### src/rtl/soma_if.sv
// Handshake and data bundle between the alignment stage and the add/normalize stage.
interface soma_if #(
    parameter int EXP_W = 5,
    parameter int MAN_W = 11
);
    logic             in_valid;
    logic             in_ready;
    logic             sinal_A;
    logic             sinal_B;
    logic [EXP_W-1:0] expoente;
    logic [MAN_W-1:0] mantissa_A;
    logic [MAN_W-1:0] mantissa_B_ajustado;
    logic             out_valid;
    logic             out_ready;
    logic             sinal_R;
    logic [EXP_W-1:0] expoente_R;
    logic [MAN_W-1:0] mantissa_R;
    logic             overflow;
    logic             zero;

    modport master (
        output in_valid, sinal_A, sinal_B, expoente, mantissa_A, mantissa_B_ajustado, out_ready,
        input  in_ready, out_valid, sinal_R, expoente_R, mantissa_R, overflow, zero
    );

    modport slave (
        input  in_valid, sinal_A, sinal_B, expoente, mantissa_A, mantissa_B_ajustado, out_ready,
        output in_ready, out_valid, sinal_R, expoente_R, mantissa_R, overflow, zero
    );
endinterface

### src/rtl/soma_normaliza.sv
// Half-precision magnitude add/sub followed by one-bit-per-cycle renormalization.
// Operands share one exponent (B already aligned to A). One operation in flight.
module soma_normaliza #(
    parameter int EXP_W   = 5,
    parameter int MAN_W   = 11,
    parameter int EXP_MAX = 31
) (
    input  logic clk,
    input  logic rst_n,
    soma_if.slave bus
);
    localparam logic [EXP_W:0] EXP_SAT  = (EXP_W + 1)'(EXP_MAX);
    localparam logic [EXP_W:0] EXP_ZERO = {(EXP_W + 1){1'b0}};
    localparam logic [EXP_W:0] EXP_ONE  = {{EXP_W{1'b0}}, 1'b1};
    localparam logic [MAN_W:0] SUM_ZERO = {(MAN_W + 1){1'b0}};

    typedef enum logic [1:0] {
        IDLE = 2'd0,
        SOMA = 2'd1,
        NORM = 2'd2,
        DONE = 2'd3
    } state_t;

    state_t state_r, state_nxt_s;

    // Captured operands
    logic             sa_r, sa_nxt_s;
    logic             sb_r, sb_nxt_s;
    logic [EXP_W-1:0] exp_in_r, exp_in_nxt_s;
    logic [MAN_W-1:0] a_r, a_nxt_s;
    logic [MAN_W-1:0] b_r, b_nxt_s;

    // Working result: exponent and mantissa carry one guard bit each
    logic             sign_r, sign_nxt_s;
    logic [EXP_W:0]   exp_r, exp_nxt_s;
    logic [MAN_W:0]   mant_r, mant_nxt_s;
    logic             ovf_r, ovf_nxt_s;
    logic             zero_r, zero_nxt_s;

    // Registered outputs
    logic             in_ready_r, in_ready_nxt_s;
    logic             out_valid_r, out_valid_nxt_s;
    logic             sinal_R_r, sinal_R_nxt_s;
    logic [EXP_W-1:0] expoente_R_r, expoente_R_nxt_s;
    logic [MAN_W-1:0] mantissa_R_r, mantissa_R_nxt_s;
    logic             overflow_r, overflow_nxt_s;
    logic             zero_out_r, zero_out_nxt_s;

    // Arithmetic helpers
    logic [MAN_W:0]   sum_s;
    logic             sum_sign_s;
    logic [EXP_W:0]   exp_inc_s;
    logic [MAN_W:0]   mant_shl_s;
    logic [EXP_W:0]   exp_dec_s;

    // Signed-magnitude add/sub of the captured mantissas
    always_comb begin
        sum_s      = SUM_ZERO;
        sum_sign_s = 1'b0;
        if (sa_r == sb_r) begin
            sum_s      = {1'b0, a_r} + {1'b0, b_r};
            sum_sign_s = sa_r;
        end else if (a_r > b_r) begin
            sum_s      = {1'b0, a_r} - {1'b0, b_r};
            sum_sign_s = sa_r;
        end else if (b_r > a_r) begin
            sum_s      = {1'b0, b_r} - {1'b0, a_r};
            sum_sign_s = sb_r;
        end else begin
            // Exact cancellation yields +0
            sum_s      = SUM_ZERO;
            sum_sign_s = 1'b0;
        end
    end

    // Exponent increment/decrement and the one-bit left shift used while normalizing
    always_comb begin
        exp_inc_s  = {1'b0, exp_in_r} + EXP_ONE;
        exp_dec_s  = exp_r - EXP_ONE;
        mant_shl_s = {mant_r[MAN_W-1:0], 1'b0};
    end

    // State register
    always_ff @(posedge clk) begin
        if (!rst_n) begin
            state_r <= IDLE;
        end else begin
            state_r <= state_nxt_s;
        end
    end

    // Next-state logic; NORM looks ahead at the shifted value so it exits on the cycle that finishes
    always_comb begin
        state_nxt_s = state_r;
        case (state_r)
            IDLE: begin
                if (bus.in_valid && in_ready_r) begin
                    state_nxt_s = SOMA;
                end else begin
                    state_nxt_s = IDLE;
                end
            end
            SOMA: begin
                if (sum_s == SUM_ZERO || sum_s[MAN_W] || sum_s[MAN_W-1]) begin
                    state_nxt_s = DONE;
                end else begin
                    state_nxt_s = NORM;
                end
            end
            NORM: begin
                if (mant_r[MAN_W-1] || exp_r == EXP_ZERO) begin
                    state_nxt_s = DONE;
                end else if (mant_shl_s[MAN_W-1] || exp_dec_s == EXP_ZERO) begin
                    state_nxt_s = DONE;
                end else begin
                    state_nxt_s = NORM;
                end
            end
            DONE: begin
                if (out_valid_r && bus.out_ready) begin
                    state_nxt_s = IDLE;
                end else begin
                    state_nxt_s = DONE;
                end
            end
            default: begin
                state_nxt_s = IDLE;
            end
        endcase
    end

    // Datapath next values: capture, sum/overflow resolution, normalization shift
    always_comb begin
        sa_nxt_s     = sa_r;
        sb_nxt_s     = sb_r;
        exp_in_nxt_s = exp_in_r;
        a_nxt_s      = a_r;
        b_nxt_s      = b_r;
        sign_nxt_s   = sign_r;
        exp_nxt_s    = exp_r;
        mant_nxt_s   = mant_r;
        ovf_nxt_s    = ovf_r;
        zero_nxt_s   = zero_r;
        case (state_r)
            IDLE: begin
                if (bus.in_valid && in_ready_r) begin
                    sa_nxt_s     = bus.sinal_A;
                    sb_nxt_s     = bus.sinal_B;
                    exp_in_nxt_s = bus.expoente;
                    a_nxt_s      = bus.mantissa_A;
                    b_nxt_s      = bus.mantissa_B_ajustado;
                    sign_nxt_s   = 1'b0;
                    exp_nxt_s    = EXP_ZERO;
                    mant_nxt_s   = SUM_ZERO;
                    ovf_nxt_s    = 1'b0;
                    zero_nxt_s   = 1'b0;
                end else begin
                    zero_nxt_s   = zero_r;
                end
            end
            SOMA: begin
                sign_nxt_s = sum_sign_s;
                if (sum_s == SUM_ZERO) begin
                    zero_nxt_s = 1'b1;
                    exp_nxt_s  = EXP_ZERO;
                    mant_nxt_s = SUM_ZERO;
                end else if (sum_s[MAN_W]) begin
                    if (exp_inc_s >= EXP_SAT) begin
                        ovf_nxt_s  = 1'b1;
                        exp_nxt_s  = EXP_SAT;
                        mant_nxt_s = SUM_ZERO;
                    end else begin
                        exp_nxt_s  = exp_inc_s;
                        mant_nxt_s = {1'b0, sum_s[MAN_W:1]};
                    end
                end else begin
                    exp_nxt_s  = {1'b0, exp_in_r};
                    mant_nxt_s = sum_s;
                end
            end
            NORM: begin
                if (!mant_r[MAN_W-1] && exp_r != EXP_ZERO) begin
                    mant_nxt_s = mant_shl_s;
                    exp_nxt_s  = exp_dec_s;
                end else begin
                    mant_nxt_s = mant_r;
                end
            end
            DONE: begin
                mant_nxt_s = mant_r;
            end
            default: begin
                mant_nxt_s = mant_r;
            end
        endcase
    end

    // Datapath registers
    always_ff @(posedge clk) begin
        if (!rst_n) begin
            sa_r     <= 1'b0;
            sb_r     <= 1'b0;
            exp_in_r <= {EXP_W{1'b0}};
            a_r      <= {MAN_W{1'b0}};
            b_r      <= {MAN_W{1'b0}};
            sign_r   <= 1'b0;
            exp_r    <= EXP_ZERO;
            mant_r   <= SUM_ZERO;
            ovf_r    <= 1'b0;
            zero_r   <= 1'b0;
        end else begin
            sa_r     <= sa_nxt_s;
            sb_r     <= sb_nxt_s;
            exp_in_r <= exp_in_nxt_s;
            a_r      <= a_nxt_s;
            b_r      <= b_nxt_s;
            sign_r   <= sign_nxt_s;
            exp_r    <= exp_nxt_s;
            mant_r   <= mant_nxt_s;
            ovf_r    <= ovf_nxt_s;
            zero_r   <= zero_nxt_s;
        end
    end

    // Output next values: result presented from the second DONE cycle, flags cleared on hand-off
    always_comb begin
        in_ready_nxt_s   = (state_nxt_s == IDLE);
        out_valid_nxt_s  = (state_r == DONE) && (state_nxt_s == DONE);
        sinal_R_nxt_s    = sinal_R_r;
        expoente_R_nxt_s = expoente_R_r;
        mantissa_R_nxt_s = mantissa_R_r;
        overflow_nxt_s   = 1'b0;
        zero_out_nxt_s   = 1'b0;
        if (out_valid_nxt_s) begin
            sinal_R_nxt_s    = sign_r;
            expoente_R_nxt_s = exp_r[EXP_W-1:0];
            mantissa_R_nxt_s = mant_r[MAN_W-1:0];
            overflow_nxt_s   = ovf_r;
            zero_out_nxt_s   = zero_r;
        end else begin
            overflow_nxt_s   = 1'b0;
            zero_out_nxt_s   = 1'b0;
        end
    end

    // Output registers
    always_ff @(posedge clk) begin
        if (!rst_n) begin
            in_ready_r   <= 1'b1;
            out_valid_r  <= 1'b0;
            sinal_R_r    <= 1'b0;
            expoente_R_r <= {EXP_W{1'b0}};
            mantissa_R_r <= {MAN_W{1'b0}};
            overflow_r   <= 1'b0;
            zero_out_r   <= 1'b0;
        end else begin
            in_ready_r   <= in_ready_nxt_s;
            out_valid_r  <= out_valid_nxt_s;
            sinal_R_r    <= sinal_R_nxt_s;
            expoente_R_r <= expoente_R_nxt_s;
            mantissa_R_r <= mantissa_R_nxt_s;
            overflow_r   <= overflow_nxt_s;
            zero_out_r   <= zero_out_nxt_s;
        end
    end

    assign bus.in_ready   = in_ready_r;
    assign bus.out_valid  = out_valid_r;
    assign bus.sinal_R    = sinal_R_r;
    assign bus.expoente_R = expoente_R_r;
    assign bus.mantissa_R = mantissa_R_r;
    assign bus.overflow   = overflow_r;
    assign bus.zero       = zero_out_r;
endmodule
### src/flat_wrapper.sv
// flat-port wrapper written by rule: the top's interface ports become plain ports
module soma_normaliza_flat 
#(
    parameter int EXP_W   = 5,
    parameter int MAN_W   = 11,
    parameter int EXP_MAX = 31
)
  (clk, rst_n, bus_in_valid, bus_sinal_A, bus_sinal_B, bus_expoente, bus_mantissa_A, bus_mantissa_B_ajustado, bus_out_ready, bus_in_ready, bus_out_valid, bus_sinal_R, bus_expoente_R, bus_mantissa_R, bus_overflow, bus_zero);
  soma_if #(.EXP_W(EXP_W), .MAN_W(MAN_W)) bus_i ();
  input  logic clk;
  input  logic rst_n;
  input wire logic [$bits(bus_i.in_valid)-1:0] bus_in_valid;
  input wire logic [$bits(bus_i.sinal_A)-1:0] bus_sinal_A;
  input wire logic [$bits(bus_i.sinal_B)-1:0] bus_sinal_B;
  input wire logic [$bits(bus_i.expoente)-1:0] bus_expoente;
  input wire logic [$bits(bus_i.mantissa_A)-1:0] bus_mantissa_A;
  input wire logic [$bits(bus_i.mantissa_B_ajustado)-1:0] bus_mantissa_B_ajustado;
  input wire logic [$bits(bus_i.out_ready)-1:0] bus_out_ready;
  output wire logic [$bits(bus_i.in_ready)-1:0] bus_in_ready;
  output wire logic [$bits(bus_i.out_valid)-1:0] bus_out_valid;
  output wire logic [$bits(bus_i.sinal_R)-1:0] bus_sinal_R;
  output wire logic [$bits(bus_i.expoente_R)-1:0] bus_expoente_R;
  output wire logic [$bits(bus_i.mantissa_R)-1:0] bus_mantissa_R;
  output wire logic [$bits(bus_i.overflow)-1:0] bus_overflow;
  output wire logic [$bits(bus_i.zero)-1:0] bus_zero;
  assign bus_i.in_valid = bus_in_valid;
  assign bus_i.sinal_A = bus_sinal_A;
  assign bus_i.sinal_B = bus_sinal_B;
  assign bus_i.expoente = bus_expoente;
  assign bus_i.mantissa_A = bus_mantissa_A;
  assign bus_i.mantissa_B_ajustado = bus_mantissa_B_ajustado;
  assign bus_i.out_ready = bus_out_ready;
  assign bus_in_ready = bus_i.in_ready;
  assign bus_out_valid = bus_i.out_valid;
  assign bus_sinal_R = bus_i.sinal_R;
  assign bus_expoente_R = bus_i.expoente_R;
  assign bus_mantissa_R = bus_i.mantissa_R;
  assign bus_overflow = bus_i.overflow;
  assign bus_zero = bus_i.zero;
  soma_normaliza #(.EXP_W(EXP_W), .MAN_W(MAN_W), .EXP_MAX(EXP_MAX)) u_core (.clk(clk), .rst_n(rst_n), .bus(bus_i));
endmodule
### config.mk
export PLATFORM = sky130hd
export DESIGN_NAME = soma_normaliza_flat
export DESIGN_NICKNAME = d
export VERILOG_FILES = /design/src/rtl/soma_if.sv /design/src/rtl/soma_normaliza.sv /design/src/flat_wrapper.sv
export SDC_FILE = /design/constraint.sdc
export NUM_CORES = 1
export LEC_CHECK = 0
export CAP_MARGIN = 20
export CORE_MARGIN = 4
export CORE_UTILIZATION = 50
export CTS_CLUSTER_DIAMETER = 40
export DETAILED_ROUTE_END_ITERATION = 12
export HOLD_SLACK_MARGIN = 0.05
export PLACE_DENSITY = 0.79
export RECOVER_POWER = 100
export SLEW_MARGIN = 20
export SYNTH_ARGS = -nofsm -noshare
export SYNTH_HDL_FRONTEND = slang
export SYNTH_SLANG_ARGS = --single-unit
### constraint.sdc
create_clock -name clk -period 4.35 [get_ports clk]
set_clock_uncertainty 0.1 [all_clocks]
set_input_delay 0.6525 -clock clk [delete_from_list [all_inputs] [get_ports clk]]
set_output_delay 0.6525 -clock clk [all_outputs]
set_load 0.01 [all_outputs]
==> results.sh <==
export IMPL_status="completed"
export IMPL_reg2reg_slack_ns=0.34
export IMPL_cts_clk_slew_worst_paths_ns=0.08
export IMPL_cp_data_required_time_ns=4.53
export IMPL_antenna_cells=0
export IMPL_die_area_mm2=0.0125
export IMPL_viasPerCell=5.95
export IMPL_post_cts_buffers=0
export IMPL_hold_depth=2
export IMPL_synthesis_nets=766
export IMPL_grt_pass1_vias=4737
export IMPL_startpoint="u_core.b_r[1]"
export IMPL_grtUsageTotal_pct=23.6
export IMPL_end_kind="register"
export IMPL_ys_async_sr_fraction_pct=0
export IMPL_drv_cap=0
export IMPL_antenna_found_initial=0
export IMPL_multi_input_area_mm2=0.00352
export IMPL_seqCellArea_mm2=0.00144
export IMPL_hold_viol=0
export IMPL_grt_setup_unrepaired="no"
export IMPL_synth_edff_count=0
export IMPL_totalWireLength_um=15000
export IMPL_cts_made_buffers=9
export IMPL_p_leak_nw=2.36
export IMPL_synth_cells=688
export IMPL_syn_to_final_growth_pct=12.8
export IMPL_cts_tree="yes"
export IMPL_ys_flop_type="dfxtp_1"
export IMPL_powerDensity_mw_per_mm2=581
export IMPL_die_h_um=112
export IMPL_avgSynthCellArea_um2=7.86
export IMPL_slew_headroom_pct=32.9
export IMPL_tns_ns=0
export IMPL_first_iter_violations=439
export IMPL_htreeDepth=3
export IMPL_startpoint_type="register"
export IMPL_cp_data_arrival_time_ns=4.20
export IMPL_min_from="u_core.bus.mantissa_R[3]"
export IMPL_die_w_um=112
export IMPL_crit_path_max_fanout=16
export IMPL_grt_max_degree=41
export IMPL_cts_root_buf="clkbuf_8"
export IMPL_vias=5149
export IMPL_r2r_end="u_core.mant_r[7]"
export IMPL_portBuffers=53
export IMPL_hp_class="register to register"
export IMPL_fin_crit_ns=4.01
export IMPL_wl_per_cell_um=17.3
export IMPL_synth_warnings=0
export IMPL_synth_seq_cells=72
export IMPL_initial_core_util_pct=51.9
export IMPL_whs_endpoint="u_core.bus.mantissa_R[3]"
export IMPL_ctsHoldBuffers=0
export IMPL_cts_sinks=72
export IMPL_drc=0
export IMPL_tightestPinTransition_ns=1.01
export IMPL_critical_path_class="register to register"
export IMPL_grt_pass1_wl_um=24300
export IMPL_rr_startpoint="u_core.b_r[1]"
export IMPL_gp_congestion=0.959
export IMPL_synth_seq_area_share_pct=26.7
export IMPL_fin_crit_sh_pct=92.3
export IMPL_io_pins=54
export IMPL_cts_resized=0
export IMPL_core_rowCount=37
export IMPL_first_pass_iters=5
export IMPL_whs_ns=0.355
export IMPL_vdd_drop_max_mv=0.311
export IMPL_synth_area_mm2=0.00541
export IMPL_synth_cell_types=80
export IMPL_final_nets=802
export IMPL_maxSlewViolCount=0
export IMPL_power_mw=3.54
export IMPL_grt_overflow_total=0
export IMPL_reg2reg_depth=12
export IMPL_setup_violations=0
export IMPL_timing_fmax_mhz=249
export IMPL_clock_path_buffers=2
export IMPL_clk_insertion_delay_late_ns=0.36
export IMPL_core_mm2=0.0104
export IMPL_ant_nets=0
export IMPL_dp_hpwl_um=11600
export IMPL_drive_gt1_share_pct=6.45
export IMPL_fillers=956
-- sequential cells by signal, summed over array words and instances, names as in the netlist, 2 cells and up --
signal / cells
u_core.b_r: 11
u_core.bus.mantissa_R: 11
u_core.state_r: 2
u_core.bus.expoente_R: 5
u_core.exp_in_r: 5
u_core.exp_r: 6
u_core.mant_r: 11
u_core.a_r: 11
-- worst max-delay path by stage --
stage / end / slack [ns] / cells past startpoint
floorplan: u_core.mant_r[5] / 1.04 / 12
global placement: u_core.exp_r[0] / 0.59 / 11
detailed placement: u_core.bus.expoente_R[4] / 0.35 / 12
CTS: u_core.bus.mantissa_R[1] / 0.35 / 12
global route: u_core.mant_r[7] / 0.01 / 12
finish: u_core.mant_r[7] / 0.34 / 12
-- cell families (layout without fill, tap and decap cells) --
logic type / after synthesis / after routing / synth area share [%]
DFF: 72 / 72 / 26.7
buffers and inverters: 79 / 120 / 7.57
and+or+nand+nor: 241 / 241 / 21.5
xor gates and xnor gates: 17 / 17 / 2.75
muxes: 27 / 27 / 5.04
AOI/OAI and AO/OA: 207 / 207 / 25.7
adders and majority gates: 45 / 45 / 10.8
-- layout make-up --
cell class,count,share of cell area [%]
timing repair buffer,61,9.58
clock buffer,10,2.09
tap,136,2.79
sequential,72,23.6
clock inverter,6,1.52
multi-input combinational,537,57.8
inverter,43,2.65
-- report_power, final --
group / leakage [nW] / internal (mW) / switching, mW
registers: 0.584 / 0.724 / 0.0828
logic: 1.68 / 0.750 / 1.38
clock network: 0.103 / 0.326 / 0.276
-- synthesized netlist by cell type (all sizes together), types with 8 or more instances --
master  instances  area share [%]
a211oi          9             1.2
a21o            9             1.3
a21oi          67             6.2
and3            8             1.1
buf            14             2.3
clkbuf         22             2.3
dfxtp          72              27
ha             42             9.7
inv            42             2.9
mux2i          25             4.6
nand2         129             9.2
nand3          12             1.2
nand4          10             1.2
nor2           30             2.2
nor2b           9             1.1
nor3           16             1.9
o21ai          47             4.3
o21bai          8             1.1
xnor2          11             1.8
-- routing by layer --
metal	routed length [um]	track usage [%]	part of all wire [%]
met1	6950	33.2	46
met4	183	6.57	1.2
met5	0	0	0
met3	1110	5.00	7.4
met2	6760	36.7	45
-- placed cells by master (no fill, tap or decap), types with 7 or more instances in the layout --
master           instances
a21oi_1                 67
a21o_1                   7
clkbuf_8                 9
nor2_1                  29
o21bai_1                 8
nor3_1                  13
nor2b_1                  8
o21ai_0                 43
dfxtp_1                 72
dlygate4sd3_1           21
clkdlybuf4s50_1         32
ha_1                    42
nand4_1                 10
nand2_1                127
inv_1                   42
a211oi_1                 9
mux2i_1                 25
nand3_1                 11
xnor2_1                 11
-- stage by stage --
step                      setup slack [ns]  utilization [%]  area (um^2)  std cells
after floorplan                       1.04                -         5410        688
after global placement               0.588             56.8         5920        849
after detailed placement             0.351             56.8         5920        849
after CTS                            0.352             59.0         6140        865
after global routing                0.0141             58.6         6100        865
final                                0.337             58.6         6100        865
-- critical path, stage by stage (launching register included) --
cell	delay (ns)
dfxtp_1	0.45
inv_1	0.15
fa_1	0.49
a21oi_1	0.19
o21bai_1	0.17
a221o_2	0.52
nor3_2	0.36
o211ai_1	0.20
a32oi_4	0.49
inv_1	0.23
o31ai_1	0.33
a22oi_1	0.11
o21ai_1	0.14
No activity file was read; power rests on OpenSTA's default activity.
